File: src/rtl/axi_lite_gpio_pkg.sv
// Shared definitions for the AXI4-Lite GPIO block: response codes, port
// limits, default register-map placement and small decode/merge helpers.
package axi_lite_gpio_pkg;

    localparam logic [1:0] RESP_OKAY   = 2'b00;
    localparam logic [1:0] RESP_SLVERR = 2'b10;

    localparam int MAX_PORTS      = 4;
    localparam int DEF_GPO_OFFSET = 32'h0000_0000;
    localparam int DEF_GPI_OFFSET = 32'h0000_0010;
    localparam int DEF_ADDR_INC   = 32'd4;

    // Result of matching a word address against a bank of ports.
    typedef struct packed {
        logic       hit;
        logic [1:0] idx;
    } port_hit_t;

    // Match addr[7:2] against base + k*stride for every active port k.
    function automatic port_hit_t port_decode(
        input logic [5:0] word_addr,
        input int         base,
        input int         stride,
        input int         count
    );
        port_hit_t  res;
        logic [7:0] hit_addr;
        res = '{hit: 1'b0, idx: 2'b00};
        for (int k = 0; k < MAX_PORTS; k++) begin
            hit_addr = 8'(base + k * stride);
            if ((k < count) && (word_addr == hit_addr[7:2])) begin
                res.hit = 1'b1;
                res.idx = 2'(k);
            end else begin
                res = res;
            end
        end
        return res;
    endfunction

    // Byte-lane merge of new write data into the current register value.
    function automatic logic [31:0] merge_bytes(
        input logic [31:0] old_val,
        input logic [31:0] new_val,
        input logic [3:0]  strb
    );
        logic [31:0] merged;
        merged = old_val;
        for (int b = 0; b < 4; b++) begin
            if (strb[b]) begin
                merged[8*b +: 8] = new_val[8*b +: 8];
            end else begin
                merged[8*b +: 8] = old_val[8*b +: 8];
            end
        end
        return merged;
    endfunction

endpackage

File: src/rtl/axi_lite_gpio_if.sv
// AXI4-Lite bus bundle between the interconnect (master) and the GPIO
// block (slave). Clock and reset are carried as plain ports.
interface axi_lite_gpio_if;

    logic [31:0] awaddr;
    logic [2:0]  awprot;
    logic        awvalid;
    logic        awready;
    logic [31:0] wdata;
    logic [3:0]  wstrb;
    logic        wvalid;
    logic        wready;
    logic [1:0]  bresp;
    logic        bvalid;
    logic        bready;
    logic [31:0] araddr;
    logic [2:0]  arprot;
    logic        arvalid;
    logic        arready;
    logic [31:0] rdata;
    logic [1:0]  rresp;
    logic        rvalid;
    logic        rready;

    modport master (
        output awaddr, awprot, awvalid, wdata, wstrb, wvalid, bready,
               araddr, arprot, arvalid, rready,
        input  awready, wready, bresp, bvalid, arready, rdata, rresp, rvalid
    );

    modport slave (
        input  awaddr, awprot, awvalid, wdata, wstrb, wvalid, bready,
               araddr, arprot, arvalid, rready,
        output awready, wready, bresp, bvalid, arready, rdata, rresp, rvalid
    );

endinterface

File: src/rtl/axi_lite_gpio_in_sync.sv
// 32-bit two-flop synchronizer for an asynchronous GPIO input port.
// Both stages clear to 0 on the synchronous reset.
module gpio_in_sync (
    input  logic        clk,
    input  logic        rst,
    input  logic [31:0] d,
    output logic [31:0] q
);

    logic [31:0] meta_r;
    logic [31:0] sync_r;

    // Two-stage capture of the pin value into the clock domain.
    always_ff @(posedge clk) begin
        if (rst) begin
            meta_r <= 32'h0000_0000;
            sync_r <= 32'h0000_0000;
        end else begin
            meta_r <= d;
            sync_r <= meta_r;
        end
    end

    assign q = sync_r;

endmodule

File: src/rtl/axi_lite_gpio.sv
// AXI4-Lite GPIO slave: up to four output registers and four input ports.
// Optional macro AXI_GPIO_IN_SYNC_EN inserts a two-flop synchronizer on
// each active input port; without it inputs are sampled directly.
module axi_lite_gpio
    import axi_lite_gpio_pkg::*;
#(
    parameter int I_PORT_COUNT        = 1,
    parameter int O_PORT_COUNT        = 1,
    parameter int GPO_AXI_ADDR_OFFSET = DEF_GPO_OFFSET,
    parameter int GPI_AXI_ADDR_OFFSET = DEF_GPI_OFFSET,
    parameter int ADDR_INC            = DEF_ADDR_INC
) (
    input  logic                  s_axi_aclk,
    input  logic                  s_axi_areset,
    axi_lite_gpio_if.slave        s_axi,
    input  logic [31:0]           in0,
    input  logic [31:0]           in1,
    input  logic [31:0]           in2,
    input  logic [31:0]           in3,
    output logic [31:0]           out0,
    output logic [31:0]           out1,
    output logic [31:0]           out2,
    output logic [31:0]           out3
);

    // Write-side state: independent AW/W holding buffers and B response.
    logic                          aw_buf_r;
    logic [5:0]                    aw_word_r;
    logic                          w_buf_r;
    logic [31:0]                   w_data_r;
    logic [3:0]                    w_strb_r;
    logic                          bvalid_r;
    logic [1:0]                    bresp_r;
    logic [MAX_PORTS-1:0][31:0]    out_r;

    // Read-side state.
    logic                          rvalid_r;
    logic [31:0]                   rdata_r;
    logic [1:0]                    rresp_r;

    logic                          awready_s;
    logic                          wready_s;
    logic                          arready_s;
    logic                          aw_hs_s;
    logic                          w_hs_s;
    logic                          ar_hs_s;
    logic                          commit_s;
    port_hit_t                     wr_dec_s;
    port_hit_t                     rd_gpo_s;
    port_hit_t                     rd_gpi_s;
    logic [31:0]                   rd_data_s;
    logic [1:0]                    rd_resp_s;
    logic [MAX_PORTS-1:0][31:0]    in_raw_s;
    logic [MAX_PORTS-1:0][31:0]    in_smp_s;
    logic                          unused_s;

    assign in_raw_s = {in3, in2, in1, in0};

`ifdef AXI_GPIO_IN_SYNC_EN
    for (genvar k = 0; k < MAX_PORTS; k++) begin : g_in
        if (k < I_PORT_COUNT) begin : g_sync
            gpio_in_sync u_sync (
                .clk (s_axi_aclk),
                .rst (s_axi_areset),
                .d   (in_raw_s[k]),
                .q   (in_smp_s[k])
            );
        end else begin : g_off
            assign in_smp_s[k] = 32'h0000_0000;
        end
    end
`else
    for (genvar k = 0; k < MAX_PORTS; k++) begin : g_in
        if (k < I_PORT_COUNT) begin : g_direct
            assign in_smp_s[k] = in_raw_s[k];
        end else begin : g_off
            assign in_smp_s[k] = 32'h0000_0000;
        end
    end
`endif

    // Handshake readies are derived purely from registered state.
    assign awready_s = !aw_buf_r && !bvalid_r;
    assign wready_s  = !w_buf_r  && !bvalid_r;
    assign arready_s = !rvalid_r;
    assign aw_hs_s   = s_axi.awvalid && awready_s;
    assign w_hs_s    = s_axi.wvalid  && wready_s;
    assign ar_hs_s   = s_axi.arvalid && arready_s;
    assign commit_s  = aw_buf_r && w_buf_r;

    assign wr_dec_s = port_decode(aw_word_r, GPO_AXI_ADDR_OFFSET, ADDR_INC, O_PORT_COUNT);
    assign rd_gpo_s = port_decode(s_axi.araddr[7:2], GPO_AXI_ADDR_OFFSET, ADDR_INC, O_PORT_COUNT);
    assign rd_gpi_s = port_decode(s_axi.araddr[7:2], GPI_AXI_ADDR_OFFSET, ADDR_INC, I_PORT_COUNT);

    // Read data/response selection for the address currently on AR.
    always_comb begin
        rd_data_s = 32'h0000_0000;
        rd_resp_s = RESP_SLVERR;
        if (rd_gpo_s.hit) begin
            rd_data_s = out_r[rd_gpo_s.idx];
            rd_resp_s = RESP_OKAY;
        end else if (rd_gpi_s.hit) begin
            rd_data_s = in_smp_s[rd_gpi_s.idx];
            rd_resp_s = RESP_OKAY;
        end else begin
            rd_data_s = 32'h0000_0000;
            rd_resp_s = RESP_SLVERR;
        end
    end

    // AW/W buffering and B channel; buffers drain together on commit.
    always_ff @(posedge s_axi_aclk) begin
        if (s_axi_areset) begin
            aw_buf_r  <= 1'b0;
            aw_word_r <= 6'd0;
            w_buf_r   <= 1'b0;
            w_data_r  <= 32'h0000_0000;
            w_strb_r  <= 4'h0;
            bvalid_r  <= 1'b0;
            bresp_r   <= RESP_OKAY;
        end else begin
            if (aw_hs_s) begin
                aw_buf_r  <= 1'b1;
                aw_word_r <= s_axi.awaddr[7:2];
            end else if (commit_s) begin
                aw_buf_r  <= 1'b0;
            end
            if (w_hs_s) begin
                w_buf_r  <= 1'b1;
                w_data_r <= s_axi.wdata;
                w_strb_r <= s_axi.wstrb;
            end else if (commit_s) begin
                w_buf_r  <= 1'b0;
            end
            if (commit_s) begin
                bvalid_r <= 1'b1;
                bresp_r  <= wr_dec_s.hit ? RESP_OKAY : RESP_SLVERR;
            end else if (bvalid_r && s_axi.bready) begin
                bvalid_r <= 1'b0;
            end
        end
    end

    // Output registers: byte-merged update on a committed GPO write.
    always_ff @(posedge s_axi_aclk) begin
        if (s_axi_areset) begin
            out_r <= {(MAX_PORTS*32){1'b0}};
        end else begin
            for (int k = 0; k < MAX_PORTS; k++) begin
                if (commit_s && wr_dec_s.hit && (wr_dec_s.idx == 2'(k))) begin
                    out_r[k] <= merge_bytes(out_r[k], w_data_r, w_strb_r);
                end
            end
        end
    end

    // R channel: capture data on the AR handshake, hold until accepted.
    always_ff @(posedge s_axi_aclk) begin
        if (s_axi_areset) begin
            rvalid_r <= 1'b0;
            rdata_r  <= 32'h0000_0000;
            rresp_r  <= RESP_OKAY;
        end else if (ar_hs_s) begin
            rvalid_r <= 1'b1;
            rdata_r  <= rd_data_s;
            rresp_r  <= rd_resp_s;
        end else if (rvalid_r && s_axi.rready) begin
            rvalid_r <= 1'b0;
        end
    end

    assign s_axi.awready = awready_s;
    assign s_axi.wready  = wready_s;
    assign s_axi.arready = arready_s;
    assign s_axi.bvalid  = bvalid_r;
    assign s_axi.bresp   = bresp_r;
    assign s_axi.rvalid  = rvalid_r;
    assign s_axi.rdata   = rdata_r;
    assign s_axi.rresp   = rresp_r;

    // Ports beyond the active count are tied off; their registers never update.
    assign out0 = out_r[0];
    assign out1 = (O_PORT_COUNT > 1) ? out_r[1] : 32'h0000_0000;
    assign out2 = (O_PORT_COUNT > 2) ? out_r[2] : 32'h0000_0000;
    assign out3 = (O_PORT_COUNT > 3) ? out_r[3] : 32'h0000_0000;

    // Protection bits and undecoded address bits are intentionally ignored.
    assign unused_s = ^{s_axi.awprot, s_axi.arprot,
                        s_axi.awaddr[31:8], s_axi.awaddr[1:0],
                        s_axi.araddr[31:8], s_axi.araddr[1:0], in_raw_s};

endmodule

File: src/flat_wrapper.sv
// flat-port wrapper written by rule: the top's interface ports become plain ports
module axi_lite_gpio_flat import axi_lite_gpio_pkg::*;
#(
    parameter int I_PORT_COUNT        = 1,
    parameter int O_PORT_COUNT        = 1,
    parameter int GPO_AXI_ADDR_OFFSET = DEF_GPO_OFFSET,
    parameter int GPI_AXI_ADDR_OFFSET = DEF_GPI_OFFSET,
    parameter int ADDR_INC            = DEF_ADDR_INC
)
  (s_axi_aclk, s_axi_areset, in0, in1, in2, in3, out0, out1, out2, out3, s_axi_awaddr, s_axi_awprot, s_axi_awvalid, s_axi_wdata, s_axi_wstrb, s_axi_wvalid, s_axi_bready, s_axi_araddr, s_axi_arprot, s_axi_arvalid, s_axi_rready, s_axi_awready, s_axi_wready, s_axi_bresp, s_axi_bvalid, s_axi_arready, s_axi_rdata, s_axi_rresp, s_axi_rvalid);
  axi_lite_gpio_if s_axi_i ();
  input  logic s_axi_aclk;
  input  logic s_axi_areset;
  input  logic [31:0] in0;
  input  logic [31:0] in1;
  input  logic [31:0] in2;
  input  logic [31:0] in3;
  output logic [31:0] out0;
  output logic [31:0] out1;
  output logic [31:0] out2;
  output logic [31:0] out3;
  input wire logic [$bits(s_axi_i.awaddr)-1:0] s_axi_awaddr;
  input wire logic [$bits(s_axi_i.awprot)-1:0] s_axi_awprot;
  input wire logic [$bits(s_axi_i.awvalid)-1:0] s_axi_awvalid;
  input wire logic [$bits(s_axi_i.wdata)-1:0] s_axi_wdata;
  input wire logic [$bits(s_axi_i.wstrb)-1:0] s_axi_wstrb;
  input wire logic [$bits(s_axi_i.wvalid)-1:0] s_axi_wvalid;
  input wire logic [$bits(s_axi_i.bready)-1:0] s_axi_bready;
  input wire logic [$bits(s_axi_i.araddr)-1:0] s_axi_araddr;
  input wire logic [$bits(s_axi_i.arprot)-1:0] s_axi_arprot;
  input wire logic [$bits(s_axi_i.arvalid)-1:0] s_axi_arvalid;
  input wire logic [$bits(s_axi_i.rready)-1:0] s_axi_rready;
  output wire logic [$bits(s_axi_i.awready)-1:0] s_axi_awready;
  output wire logic [$bits(s_axi_i.wready)-1:0] s_axi_wready;
  output wire logic [$bits(s_axi_i.bresp)-1:0] s_axi_bresp;
  output wire logic [$bits(s_axi_i.bvalid)-1:0] s_axi_bvalid;
  output wire logic [$bits(s_axi_i.arready)-1:0] s_axi_arready;
  output wire logic [$bits(s_axi_i.rdata)-1:0] s_axi_rdata;
  output wire logic [$bits(s_axi_i.rresp)-1:0] s_axi_rresp;
  output wire logic [$bits(s_axi_i.rvalid)-1:0] s_axi_rvalid;
  assign s_axi_i.awaddr = s_axi_awaddr;
  assign s_axi_i.awprot = s_axi_awprot;
  assign s_axi_i.awvalid = s_axi_awvalid;
  assign s_axi_i.wdata = s_axi_wdata;
  assign s_axi_i.wstrb = s_axi_wstrb;
  assign s_axi_i.wvalid = s_axi_wvalid;
  assign s_axi_i.bready = s_axi_bready;
  assign s_axi_i.araddr = s_axi_araddr;
  assign s_axi_i.arprot = s_axi_arprot;
  assign s_axi_i.arvalid = s_axi_arvalid;
  assign s_axi_i.rready = s_axi_rready;
  assign s_axi_awready = s_axi_i.awready;
  assign s_axi_wready = s_axi_i.wready;
  assign s_axi_bresp = s_axi_i.bresp;
  assign s_axi_bvalid = s_axi_i.bvalid;
  assign s_axi_arready = s_axi_i.arready;
  assign s_axi_rdata = s_axi_i.rdata;
  assign s_axi_rresp = s_axi_i.rresp;
  assign s_axi_rvalid = s_axi_i.rvalid;
  axi_lite_gpio #(.I_PORT_COUNT(I_PORT_COUNT), .O_PORT_COUNT(O_PORT_COUNT), .GPO_AXI_ADDR_OFFSET(GPO_AXI_ADDR_OFFSET), .GPI_AXI_ADDR_OFFSET(GPI_AXI_ADDR_OFFSET), .ADDR_INC(ADDR_INC)) u_core (.s_axi_aclk(s_axi_aclk), .s_axi_areset(s_axi_areset), .s_axi(s_axi_i), .in0(in0), .in1(in1), .in2(in2), .in3(in3), .out0(out0), .out1(out1), .out2(out2), .out3(out3));
endmodule
File: config.mk
export PLATFORM = sky130hd
export DESIGN_NAME = axi_lite_gpio_flat
export DESIGN_NICKNAME = d
export VERILOG_FILES = /design/src/rtl/axi_lite_gpio_pkg.sv /design/src/rtl/axi_lite_gpio_if.sv /design/src/rtl/axi_lite_gpio_in_sync.sv /design/src/rtl/axi_lite_gpio.sv /design/src/flat_wrapper.sv
export SDC_FILE = /design/constraint.sdc
export NUM_CORES = 1
export LEC_CHECK = 0
export CAP_MARGIN = 20
export CORE_AREA = 2 2 159 161
export DETAILED_ROUTE_END_ITERATION = 10
export DIE_AREA = 0 0 161 163
export PLACE_DENSITY = 0.65
export SYNTH_ARGS = -nofsm -noshare
export SYNTH_HDL_FRONTEND = slang
export SYNTH_SLANG_ARGS = --single-unit
export TNS_END_PERCENT = 20
File: constraint.sdc
create_clock -name s_axi_aclk -period 4 [get_ports s_axi_aclk]
set_input_delay 0.6 -clock s_axi_aclk [delete_from_list [all_inputs] [get_ports s_axi_aclk]]
set_output_delay 0.6 -clock s_axi_aclk [all_outputs]
set_load 0.01 [all_outputs]
# After elaboration in Yosys (flattened, before gate mapping)
# Cells that the tools add are included.
# totals
regBits	210
inputBits	241
mem_bits_rw	0
n_memories	0
rom_bits	0
output_inout_bits	169
latchBits	0
wordCells	91
# op_classes
shifts	0
bitwise_logic	0
n_lt_le_gt_ge	2
addsub	0
n_eq_ne	4
mux	19
div_mod_pow	0
n_reduce_logical	40
n_mul	0
# ops
op	n
$bmux W32 S2	2
$mux W32	4
$reduce_and A2 Y1	16
$logic_and A1 B1 Y1	13
$logic_not A6 Y1	2
$mux W3	3
$reduce_bool A2 Y1	4
$mux W1	7
$eq A6 B3 Y1 const B	1
$lt A2 B3 Y1 const B	2
$mux W2	3
$eq A2 B2 Y1 const B	2
$logic_not A1 Y1	4
$eq A2 B1 Y1 const B	1
$logic_not A2 Y1	1

# Logic depth before layout (Yosys ltp)
# Gate-level depths: netlist of the first run.
# depth
ltp_word	6
mapped_depth	5
depth_no_buf	3

# Worst setup path before layout of the first run
# OpenSTA, ideal clock, no wires.
# synth_timing
kind	input to register
startpoint	in s_axi_araddr[3]
endpoint	reg u_core.rdata_r[5] (netlist: u_core.s_axi.rdata[5])
setup_ps	70
arrival_time_ps	1731
cell_stages	4
required_ps	3930
path_buffers	1
setup_slack_ps	2198
path_cell_list	nor4_1 > clkbuf_1 > nand4_1 > a21oi_1
# synth_between
elab_chain_len	4
word_cells_on_any_way	6
classes_between	eq/ne: 1; mux: 4; reduce/logical: 1
# synth_rtl
element	line_no	rtl
start: declaration	flat_wrapper.sv:29	input wire logic [$bits(s_axi_i.araddr)-1:0] s_axi_araddr;
$eq A6 B3 Y1	axi_lite_gpio_pkg.sv:31	if ((k < count) && (word_addr == hit_addr[7:2])) begin
$mux W3	axi_lite_gpio_pkg.sv:31	
$mux W32	axi_lite_gpio.sv:102	end else if (rd_gpi_s.hit) begin
$mux W32 *	axi_lite_gpio.sv:99	if (rd_gpo_s.hit) begin
end signal: assignment	axi_lite_gpio.sv:165	rdata_r <= rd_data_s;
end: declaration	axi_lite_gpio.sv:38	logic [31:0] rdata_r;
# Mark *: on every way between the ends. The rest lies on a longest branch, timed or not.
# A chain may end at the register's enable or synchronous reset.

# Final worst setup path of the first run
# layout_timing
startpoint	reg u_core.w_buf_r
endpoint	reg u_core.out_r (netlist bit u_core.out0[4])
# layout_between
elab_chain_len	4
# layout_rtl
element	line_no	rtl
start: declaration	axi_lite_gpio.sv:29	logic w_buf_r;
start signal: assignment	axi_lite_gpio.sv:116	w_buf_r <= 1'b0;
start signal: assignment	axi_lite_gpio.sv:129	w_buf_r <= 1'b1;
start signal: assignment	axi_lite_gpio.sv:133	w_buf_r <= 1'b0;
$logic_and A1 B1 Y1	axi_lite_gpio.sv:89	assign commit_s = aw_buf_r && w_buf_r;
$logic_and A1 B1 Y1 (2 in a row)	axi_lite_gpio.sv:150	if (commit_s && wr_dec_s.hit && (wr_dec_s.idx == 2'(k))) begin
$reduce_and A2 Y1 (no source line)	n/a	
end signal: assignment	axi_lite_gpio.sv:147	out_r <= {(MAX_PORTS*32){1'b0}};
end signal: indexed assignment	axi_lite_gpio.sv:151	out_r[k] <= merge_bytes(out_r[k], w_data_r, w_strb_r);
end: declaration	axi_lite_gpio.sv:34	logic [MAX_PORTS-1:0][31:0] out_r;
# Every way passes these cells.

==> results of run 1 <==
power by group:
group | switching (mW) | internal, mW
Sequential | 0.0219 | 1.15
Clock | 0.470 | 0.439
Combinational | 0.186 | 0.171
Total | 0.678 | 1.76
layer usage:
| layer | vias up | wire length [um] |
|---|---|---|
| met5 | - | 0 |
| li1 | 2053 | - |
| met1 | 1982 | 7240 |
| met2 | 200 | 6770 |
| met3 | 14 | 1340 |
| met4 | 0 | 188 |
through the flow:
stage / util, % / std cells / power, mW
5_1_grt: 29.8 / 1060 / 2.58
3_3_place_gp: 28.7 / 1045 / 1.55
3_5_place_dp: 28.7 / 1045 / 1.56
6_report: 29.9 / 1062 / 2.44
2_1_floorplan: - / 692 / 1.48
4_1_cts: 29.8 / 1060 / 2.50
worst register-to-register path, cell delays in order (launching register included):
cell       delay [ns]
dfxtp_1          0.47
nand4bb_1        0.55
nor3_4           0.82
mux2i_1          0.26
cell families (layout without fill, tap and decap cells):
kind of cell,after synthesis,after routing,share of synthesized area (%)
AOI/OAI and AO/OA,38,38,3.48
buffers and inverters,147,185,17.7
DFF,112,112,40.2
muxes,106,106,19.8
other,1,100,0.0673
and+or+nand+nor,191,191,18.7
synthesized netlist by cell type:
master | count | share of area [%]
a21oi_1 | 37 | 3.3
a311oi_1 | 1 | 0.16
buf_1 | 5 | 0.34
buf_2 | 5 | 0.45
buf_4 | 98 | 13
buf_6 | 1 | 0.20
bufinv_8 | 4 | 1.3
clkbuf_1 | 30 | 2.0
conb_1 | 1 | 0.067
dfxtp_1 | 112 | 40
inv_1 | 4 | 0.27
mux2_1 | 32 | 6.5
mux2i_1 | 74 | 13
nand2_1 | 33 | 2.2
nand2b_1 | 67 | 7.5
nand4_1 | 32 | 3.6
nand4bb_1 | 1 | 0.20
nor2_1 | 48 | 3.2
nor2b_1 | 1 | 0.11
nor3_1 | 1 | 0.090
nor3_4 | 4 | 1.2
nor3b_1 | 2 | 0.27
nor4_1 | 1 | 0.11
or4_4 | 1 | 0.20
worst max-delay path by stage:
stage                                 from                                  end
2_1_floorplan              s_axi_araddr[3]   u_core.s_axi.rdata[5]$_SDFFE_PP0P_
3_3_place_gp                 s_axi_arvalid   u_core.s_axi.rdata[7]$_SDFFE_PP0P_
3_5_place_dp                 s_axi_arvalid  u_core.s_axi.rdata[16]$_SDFFE_PP0P_
4_1_cts        u_core.w_buf_r$_SDFFE_PP0P_          u_core.out0[4]$_SDFFE_PP0P_
5_1_grt        u_core.w_buf_r$_SDFFE_PP0P_          u_core.out0[0]$_SDFFE_PP0P_
6_report       u_core.w_buf_r$_SDFFE_PP0P_          u_core.out0[4]$_SDFFE_PP0P_
sequential cells by signal (all words and copies together), names as in the netlist:
register / cells
u_core.w_strb_r: 4
u_core.s_axi.rvalid: 1
u_core.w_buf_r: 1
u_core.aw_buf_r: 1
u_core.out0: 32
u_core.w_data_r: 32
u_core.s_axi.bresp: 1
u_core.aw_word_r: 6
u_core.s_axi.bvalid: 1
u_core.s_axi.rresp: 1
u_core.s_axi.rdata: 32
cells in the final DEF (no fill, tap or decap):
| cell type | count |
|---|---|
| nand4bb_1 | 1 |
| nand2b_1 | 66 |
| nor3b_1 | 1 |
| nor3_1 | 1 |
| buf_2 | 1 |
| buf_4 | 5 |
| diode_2 | 2 |
| inv_8 | 2 |
| nand2_1 | 33 |
| nand2b_2 | 1 |
| bufinv_8 | 4 |
| a311oi_1 | 1 |
| nor3_4 | 4 |
| nand4_1 | 32 |
| clkdlybuf4s50_1 | 155 |
| dfxtp_1 | 112 |
| or4_4 | 1 |
| conb_1 | 98 |
| a21oi_1 | 37 |
| nor3b_2 | 1 |
| nor4_2 | 1 |
| mux2i_1 | 74 |
| nor2_1 | 48 |
| inv_1 | 4 |
| inv_6 | 4 |
| nor2b_4 | 1 |
| buf_12 | 1 |
| mux2_1 | 32 |
| clkbuf_16 | 9 |
area by class of cell:
cell class                      count  area, um2  area share [%]
Timing Repair Buffer              162       1610            21.9
Tap cell                          330        413            5.60
Sequential cell                   112       2240            30.4
Clock buffer                        9        225            3.06
Multi-Input combinational cell    433       2730            37.0
Inverter                            8       85.1            1.15
Antenna cell                        2       5.00          0.0679
Clock inverter                      6       57.6           0.781
==> impl_metrics.csv, run 1 <==
group,metric,value,unit
cells_and_area,stdcell_area,7370,um2
global_routing,grt_pass1_wl,23700,um
die,die_width,161,um
timing,fmax,0.462,GHz
hold_path,hp-class,"flop to flop",
clock_tree,cts-root-buf,"clkbuf_16",
placement,routabilityCongestion,0.706,
timing,tightestPinTransition,1.10,ns
timing,finalHoldViolCount,0,
timing,fin_ws,1.83,ns
power,ir_worst_vdd,0.268,mV
global_routing,grt.total_usage,11.9,%
routing,routed_wl,15500,um
logic_synthesis,ys_warn_count,0,
clock_tree,cts_resized,0,
clock_tree,cts_buffer_depth,2,
timing,tns,0,ns
routing,first_iter_violations,230,
hold_path,hold_depth,2,
placement,dp_slack,1.55,ns
routing,vias,4249,
placement,numPortBuffers,157,
worst_setup_path,worst-path-buf-inv,0,
worst_setup_path,cp_max_fo,8,
global_routing,grt_busiest_layer,"met2",
global_routing,overflow,0,
worst_setup_path,rrSetupSlack,1.83,ns
die,rows,58,
routing,firstDrtPassIters,4,
global_routing,antenna_found_initial,3,
logic_synthesis,ys_ff_latch,112,
worst_setup_path,criticalPathCategory,"flop to flop",
cells_and_area,final_layout_size_suffix_gt1_share,4.79,%
die,start_util,22.6,%
worst_setup_path,cp_num_cells,3,
run,cap_violations,0,
timing,finalCritPeriodShare,54.1,%
clock_tree,cts_sinks,112,
hold_path,hp-start,"u_core.s_axi.rdata[5]$_SDFFE_PP0P_",
power,p_leak,2.75,nW
clock_tree,clock_latency,0.36,ns
logic_synthesis,seq_area_frac_synth,40.2,%
die,core,24700,um2
worst_setup_path,crit_chain,"nand4bb_1 > nor3_4 > mux2i_1",
clock_tree,clkTransAtPathRegs,0.07,ns
worst_setup_path,worst_path_max_delay_cell,"nor3_4",
worst_setup_path,rr_endpoint,"u_core.out0[4]$_SDFFE_PP0P_",
clock_tree,hold_buffers,0,
worst_setup_path,cp.arrival,2.44,ns
power,powerDensity,331,nW/um2
timing,rsz0062_at_grt,"no",
routing,wl_per_cell,14.6,um
global_routing,grt_pass1_vias,4092,
die,die_h,163,um
global_routing,use_met2,19.1,%
routing,post_drt_via_cell_ratio,4.00,
clock_tree,post_cts_buffers,0,
clock_tree,cts_buffers,9,
timing,slew_violations,0,
logic_synthesis,synthCells,595,
clock_tree,h-tree-depth,3,
worst_setup_path,timing.rr.start,"u_core.w_buf_r$_SDFFE_PP0P_",
hold_path,min_to,"u_core.s_axi.rdata[5]$_SDFFE_PP0P_",
clock_tree,cts_tree,"yes",
status,status,"completed",
worst_setup_path,start_kind,"flop",
timing,period_minus_slack,2.17,ns
worst_setup_path,r2r.worst_path.cells,3,
cells_and_area,fill_cells,2637,
placement,place_area,7080,um2
worst_setup_path,cp-end-kind,"flop",
placement,dp_hpwl,10400,um
global_routing,met1_usage,15.2,%
worst_setup_path,critPathRequiredTime,4.28,ns
logic_synthesis,syn_avg_cell_area,9.37,um2
global_routing,grtUsageMet3,4.28,%
global_routing,grt_max_degree,96,
worst_setup_path,cpPeakStageDelay,0.81,ns
timing,hold_ws,0.451,ns
timing,maxSlewHeadroom,26.5,%
routing,drc_errors,0,
worst_setup_path,crit_family,"simple AND/OR/NAND/NOR gates",
routing,ant_nets,0,
cells_and_area,syn_to_final_growth,32.2,%
timing,skew,0.0192,ns
logic_synthesis,synth_area,5570,um2
die,num_io_pins,410,
cells_and_area,fin_nets,967,
timing,setup_violations,0,
die,fp.dieArea,26200,um2
logic_synthesis,ys_types,24,
No activity file was read; power rests on OpenSTA's default activity.
==> inputs of run 2 (changes only) <==
Settings changed: PLACE_DENSITY 0.65 to 0.67.
Clock period 4 ns to 1.9 ns, I/O delays scaled along.
==> run 2 against run 1 <==
Combinational power up 120%. Clock power grew 110%. Flip-flop and latch count unchanged. Critical path type is now flop to output port. Clock-buffer cell count stayed put. Critical path depth shrank 2. Clock skew is 0.0050 ns lower. Via count is 0.26% lower. Worst setup slack worse by 1.7 ns. Design area up 3.0%. Register-to-register slack worse by 1.6 ns. Global-route usage down 0.41 points. Largest cell class unchanged.
==> impl_metrics.csv, run 2 (synthesized netlist as in run 1, its figures left out) <==
group,metric,value,unit
global_routing,grt_busiest_layer,"met2",
routing,drc_errors,0,
placement,numPortBuffers,157,
die,die_h,163,um
clock_tree,cts_tree,"yes",
die,die_width,161,um
clock_tree,hold_buffers,0,
power,powerDensity,684,nW/um2
power,seqPwrFrac,47.5,%
worst_setup_path,rr_endpoint,"u_core.out0[31]$_SDFFE_PP0P_",
placement,dp_hpwl,10700,um
clock_tree,cts-root-buf,"clkbuf_16",
global_routing,overflow,0,
cells_and_area,regArea,2240,um2
worst_setup_path,crit_start,"u_core.s_axi.rvalid$_SDFFE_PP0P_",
worst_setup_path,start_kind,"flop",
global_routing,grt.total_usage,11.5,%
routing,wl_per_cell,14.3,um
power,switching_share,27.8,%
clock_tree,h-tree-depth,3,
power,combinationalPowerShare,15.3,%
hold_path,hp-class,"input pin to flop",
worst_setup_path,crit_path_end,"s_axi_rvalid",
worst_setup_path,crit_chain,"clkdlybuf4s50_1",
clock_tree,cts_sinks,112,
worst_setup_path,worst_path_max_delay_cell,"clkdlybuf4s50_1",
die,rows,58,
clock_tree,cts_buffer_depth,2,
global_routing,grtUsageMet3,4.91,%
routing,ant_nets,0,
clock_tree,cts_buffers,9,
timing,rsz0062_at_grt,"no",
global_routing,grt_pass1_vias,3908,
timing,finalHoldViolCount,0,
worst_setup_path,cp_max_fo,5,
worst_setup_path,cp.arrival,1.46,ns
cells_and_area,stdcell_area,7590,um2
cells_and_area,fin_nets,977,
cells_and_area,final_cell_mix,"155 x clkdlybuf4s50_1, 112 x dfxtp_1, 98 x conb_1",
routing,post_drt_via_cell_ratio,3.96,
power,power.share.clock,37.2,%
die,num_io_pins,410,
timing,finalCritPeriodShare,92.0,%
worst_setup_path,criticalPathCategory,"flop to output port",
cells_and_area,final_common_cell,"clkdlybuf4s50_1",
global_routing,met1_usage,14.9,%
power,p_sw,1.45,mW
clock_tree,cts_resized,0,
clock_tree,clock_latency,0.36,ns
timing,period_minus_slack,1.75,ns
worst_setup_path,critPathRequiredTime,1.62,ns
worst_setup_path,r2r.worst_path.cells,4,
worst_setup_path,cp-end-kind,"output port",
clock_tree,clkTransAtPathRegs,0.09,ns
die,start_util,22.6,%
global_routing,antenna_found_initial,3,
cells_and_area,num_antenna_cells,0,
timing,fmax,0.572,GHz
die,core,24700,um2
timing,slew_violations,0,
die,fp.dieArea,26200,um2
power,ir_worst_vdd,0.381,mV
cells_and_area,syn_to_final_growth,36.2,%
global_routing,grt_pass1_wl,22900,um
global_routing,use_met2,17.6,%
status,status,"completed",
timing,tns,0,ns
worst_setup_path,rrSetupSlack,0.22,ns
cells_and_area,multi_input_area,2730,um2
run,cap_violations,0,
routing,vias,4238,
routing,first_iter_violations,160,
placement,place_area,7290,um2
timing,skew,0.0142,ns
routing,firstDrtPassIters,4,
worst_setup_path,worst-path-buf-inv,1,
timing,setup_violations,0,
power,power.internal,3.75,mW
worst_setup_path,timing.rr.start,"u_core.aw_word_r[0]$_SDFFE_PP0P_",
clock_tree,post_cts_buffers,0,
global_routing,grt_max_degree,76,
power,p_leak,2.84,nW
cells_and_area,final_layout_size_suffix_gt1_share,6.21,%
worst_setup_path,cpPeakStageDelay,0.61,ns
worst_setup_path,crit_family,"buffers and inverters",
routing,routed_wl,15300,um
worst_setup_path,cp_num_cells,1,
cells_and_area,fill_cells,2581,
placement,routabilityCongestion,0.710,
-- run 2: cell count changes in the layout (fill, tap and decap cells not counted), sizes merged --
cell      before  now
clkinv         0    2
buf            7   17
inv           10    8
clkinvlp       0    1
diode          2    0
-- run 2: final cells by class --
type	count	area share, %
clock buffers	9	2.97
clock inverters	7	0.956
inverters	8	1.12
multi-input cells	433	35.9
flip-flops and latches	112	29.5
well taps	330	5.44
repair buffers	172	24.1
-- run 2: per-layer routing --
metal  wire length (um)  vias to the layer above
met3               1450                       21
li1                   -                     2062
met2               6580                      189
met1               7040                     1960
met5                 40                        -
met4                191                        6
-- run 2: worst min path at each step --
| stage | from | end | slack (ns) | cells past startpoint |
|---|---|---|---|---|
| after floorplan | s_axi_awaddr[6] | u_core.aw_word_r[4]$_SDFFE_PP0P_ | 0.43 | 2 |
| after global placement | u_core.s_axi.rdata[30]$_SDFFE_PP0P_ | u_core.s_axi.rdata[30]$_SDFFE_PP0P_ | 0.44 | 2 |
| after detailed placement | u_core.s_axi.rdata[21]$_SDFFE_PP0P_ | u_core.s_axi.rdata[21]$_SDFFE_PP0P_ | 0.44 | 2 |
| after CTS | s_axi_areset | u_core.w_data_r[23]$_SDFFE_PP0P_ | 0.38 | 3 |
| after global routing | s_axi_areset | u_core.w_data_r[16]$_SDFFE_PP0P_ | 0.39 | 3 |
| final | s_axi_areset | u_core.w_data_r[23]$_SDFFE_PP0P_ | 0.39 | 3 |
-- run 2: metrics by stage --
step / total power [mW] / util [%] / hold WS [ns] / setup slack (ns) / instances
2_1_floorplan: 3.12 / - / 0.432 / 0.274 / 692
3_3_place_gp: 3.31 / 29.6 / 0.438 / 0.102 / 1055
3_5_place_dp: 3.32 / 29.6 / 0.444 / 0.0882 / 1055
4_1_cts: 5.30 / 30.8 / 0.375 / 0.123 / 1071
5_1_grt: 5.46 / 30.8 / 0.395 / 0.0626 / 1071
6_report: 5.19 / 30.8 / 0.387 / 0.152 / 1071
-- run 2: power groups by stage --
stage | sequential (mW) | combinational (mW) | clock, mW
floorplan | 2.51 | 0.608 | 0
global placement | 2.52 | 0.788 | 0
detailed placement | 2.52 | 0.796 | 0
CTS | 2.47 | 0.798 | 2.03
global route | 2.48 | 0.862 | 2.12
finish | 2.47 | 0.793 | 1.93
==> inputs of run 3 (changes only) <==
Settings changed: GPL_TIMING_DRIVEN from default to 0, REMOVE_ABC_BUFFERS from default to 1, SLEW_MARGIN from default to 30.
==> run 3 against run 2 <==
Design area increased by 0.81%. Clock-buffer cell count unchanged. Global-route usage is 0.14 points lower. Non-clock buffer count rose by 8. Core utilization grew 0.25 points. Critical path depth rose by 6. Final cell count rose by 0.93%. Total power is 0.46% higher. Critical endpoint is now u_core.s_axi.rdata[10]$_SDFFE_PP0P_.
==> impl_metrics.csv, run 3 (synthesized netlist as in run 1, its figures left out) <==
group,metric,value,unit
status,status,"completed",
power,p_leak,2.89,nW
timing,slew_violations,0,
routing,firstDrtPassIters,4,
cells_and_area,final_cell_mix,"155 x clkdlybuf4s50_1, 112 x dfxtp_1, 98 x conb_1",
timing,fmax,0.538,GHz
worst_setup_path,rr_endpoint,"u_core.out0[30]$_SDFFE_PP0P_",
placement,dp_hpwl,11500,um
timing,maxSlewHeadroom,54.7,%
routing,vias,4246,
timing,skew,0.0115,ns
timing,setup_violations,0,
global_routing,antenna_found_initial,5,
die,core,24700,um2
hold_path,hp-class,"input pin to flop",
global_routing,grt.total_usage,11.3,%
clock_tree,cts-root-buf,"clkbuf_16",
clock_tree,cts_buffers,9,
worst_setup_path,timing.rr.start,"u_core.aw_word_r[3]$_SDFFE_PP0P_",
placement,place_area,7230,um2
global_routing,grt_pass1_wl,22600,um
worst_setup_path,critPathRequiredTime,2.19,ns
cells_and_area,utilization,31.0,%
die,start_util,22.6,%
placement,numPortBuffers,157,
routing,wl_per_cell,14.0,um
cells_and_area,stdcell_area,7650,um2
worst_setup_path,r2r.worst_path.cells,3,
run,cap_violations,0,
die,die_width,161,um
timing,finalHoldViolCount,0,
clock_tree,cts_tree,"yes",
worst_setup_path,cp_max_fo,7,
clock_tree,cts_buffer_depth,2,
power,powerDensity,682,nW/um2
routing,post_drt_via_cell_ratio,3.93,
routing,first_iter_violations,216,
worst_setup_path,criticalPathCategory,"input pin to flop",
die,rows,58,
cells_and_area,final_layout_size_suffix_gt1_share,7.61,%
clock_tree,h-tree-depth,3,
cells_and_area,multi_input_area,2760,um2
clock_tree,cts_sinks,112,
cells_and_area,fin_nets,985,
worst_setup_path,cp-end-kind,"flop",
cells_and_area,syn_to_final_growth,37.3,%
hold_path,hold_depth,2,
timing,period_minus_slack,1.86,ns
global_routing,grt_max_degree,81,
routing,routed_wl,15100,um
placement,routabilityCongestion,0.694,
worst_setup_path,start_kind,"input pin",
placement,dp_slack,-0.723,ns
worst_setup_path,cp.arrival,2.14,ns
routing,ant_nets,0,
die,die_h,163,um
clock_tree,hold_buffers,0,
cells_and_area,final_common_cell,"clkdlybuf4s50_1",
die,num_io_pins,410,
clock_tree,clkTransAtPathRegs,0.08,ns
timing,tightestPinTransition,0.679,ns
hold_path,hp-start,"s_axi_areset",
global_routing,grt_pass1_vias,3883,
timing,fin_ws,0.0428,ns
power,ir_worst_vdd,0.371,mV
cells_and_area,fill_cells,2574,
timing,finalCritPeriodShare,97.7,%
die,fp.dieArea,26200,um2
global_routing,overflow,0,
clock_tree,clock_latency,0.36,ns
hold_path,min_to,"u_core.w_data_r[14]$_SDFFE_PP0P_",
worst_setup_path,rrSetupSlack,0.14,ns
cells_and_area,regArea,2240,um2
routing,drc_errors,0,
timing,rsz0062_at_grt,"yes",
## run 3: changes by cell type in the layout (fill, tap and decap cells not counted), sizes merged
cell      delta
buf          +8
clkinvlp     -1
clkinv       +1
diode        +2
## run 3: power by group
group | switching [mW] | internal [mW] | total, mW | leakage, nW
registers | 0.0493 | 2.42 | 2.47 | 0.910
clock network | 1.01 | 0.938 | 1.95 | 0.147
logic | 0.391 | 0.406 | 0.797 | 1.83
## run 3: cell type report
cell class	count	share of cell area, %
Inverter	8	1.11
Tap cell	330	5.39
Sequential cell	112	29.3
Clock buffer	9	2.94
Antenna cell	2	0.0654
Multi-Input combinational cell	433	36.1
Clock inverter	7	0.965
Timing Repair Buffer	180	24.1
## run 3: worst max-delay path, stage by stage
cell             delay [ns]
clkdlybuf4s50_1        0.44
nor4_4                 0.37
buf_2                  0.27
buf_2                  0.23
buf_2                  0.21
nand4_1                0.14
a21oi_1                0.20
## run 3: metrics by stage
| stage | TNS, ns | hold slack, ns | instances | total power [mW] |
|---|---|---|---|---|
| 3_5_place_dp | -19.93 | 0.442 | 1056 | 3.31 |
| 5_1_grt | -0.0199 | 0.335 | 1079 | 5.49 |
| 6_report | 0 | 0.296 | 1081 | 5.22 |
| 2_1_floorplan | -148.13 | 0.354 | 553 | 2.92 |
| 3_3_place_gp | -460.48 | 0.438 | 1040 | 3.29 |
| 4_1_cts | -0.0203 | 0.287 | 1076 | 5.31 |
## run 3: worst max-delay path by stage
stage | endpoint | depth (start not counted) | startpoint
finish | u_core.s_axi.rdata[10]$_SDFFE_PP0P_ | 7 | s_axi_araddr[6]
CTS | u_core.out0[12]$_SDFFE_PP0P_ | 3 | u_core.aw_word_r[0]$_SDFFE_PP0P_
global placement | u_core.w_data_r[17]$_SDFFE_PP0P_ | 4 | s_axi_wvalid
detailed placement | u_core.s_axi.rdata[10]$_SDFFE_PP0P_ | 7 | s_axi_araddr[3]
floorplan | u_core.w_data_r[0]$_SDFFE_PP0P_ | 3 | u_core.s_axi.bvalid$_SDFFE_PP0P_
global route | u_core.s_axi.rdata[10]$_SDFFE_PP0P_ | 7 | s_axi_araddr[6]
## run 3: layer usage
layer | part of all wire, % | global-route usage (%) | vias to the layer above
met4 | 1.1 | 3.00 | 6
met2 | 45 | 17.8 | 180
met1 | 44 | 13.9 | 1953
met5 | 0.24 | 0 | -
met3 | 10 | 5.50 | 18
li1 | - | - | 2089
## run 3: timing repair
item / 4_1_cts / 5_1_grt
resized for setup: 2 / 2
endpoints found under the setup margin: 50 / 23
pin swaps: 3 / 3
buffers inserted: 4 / 3
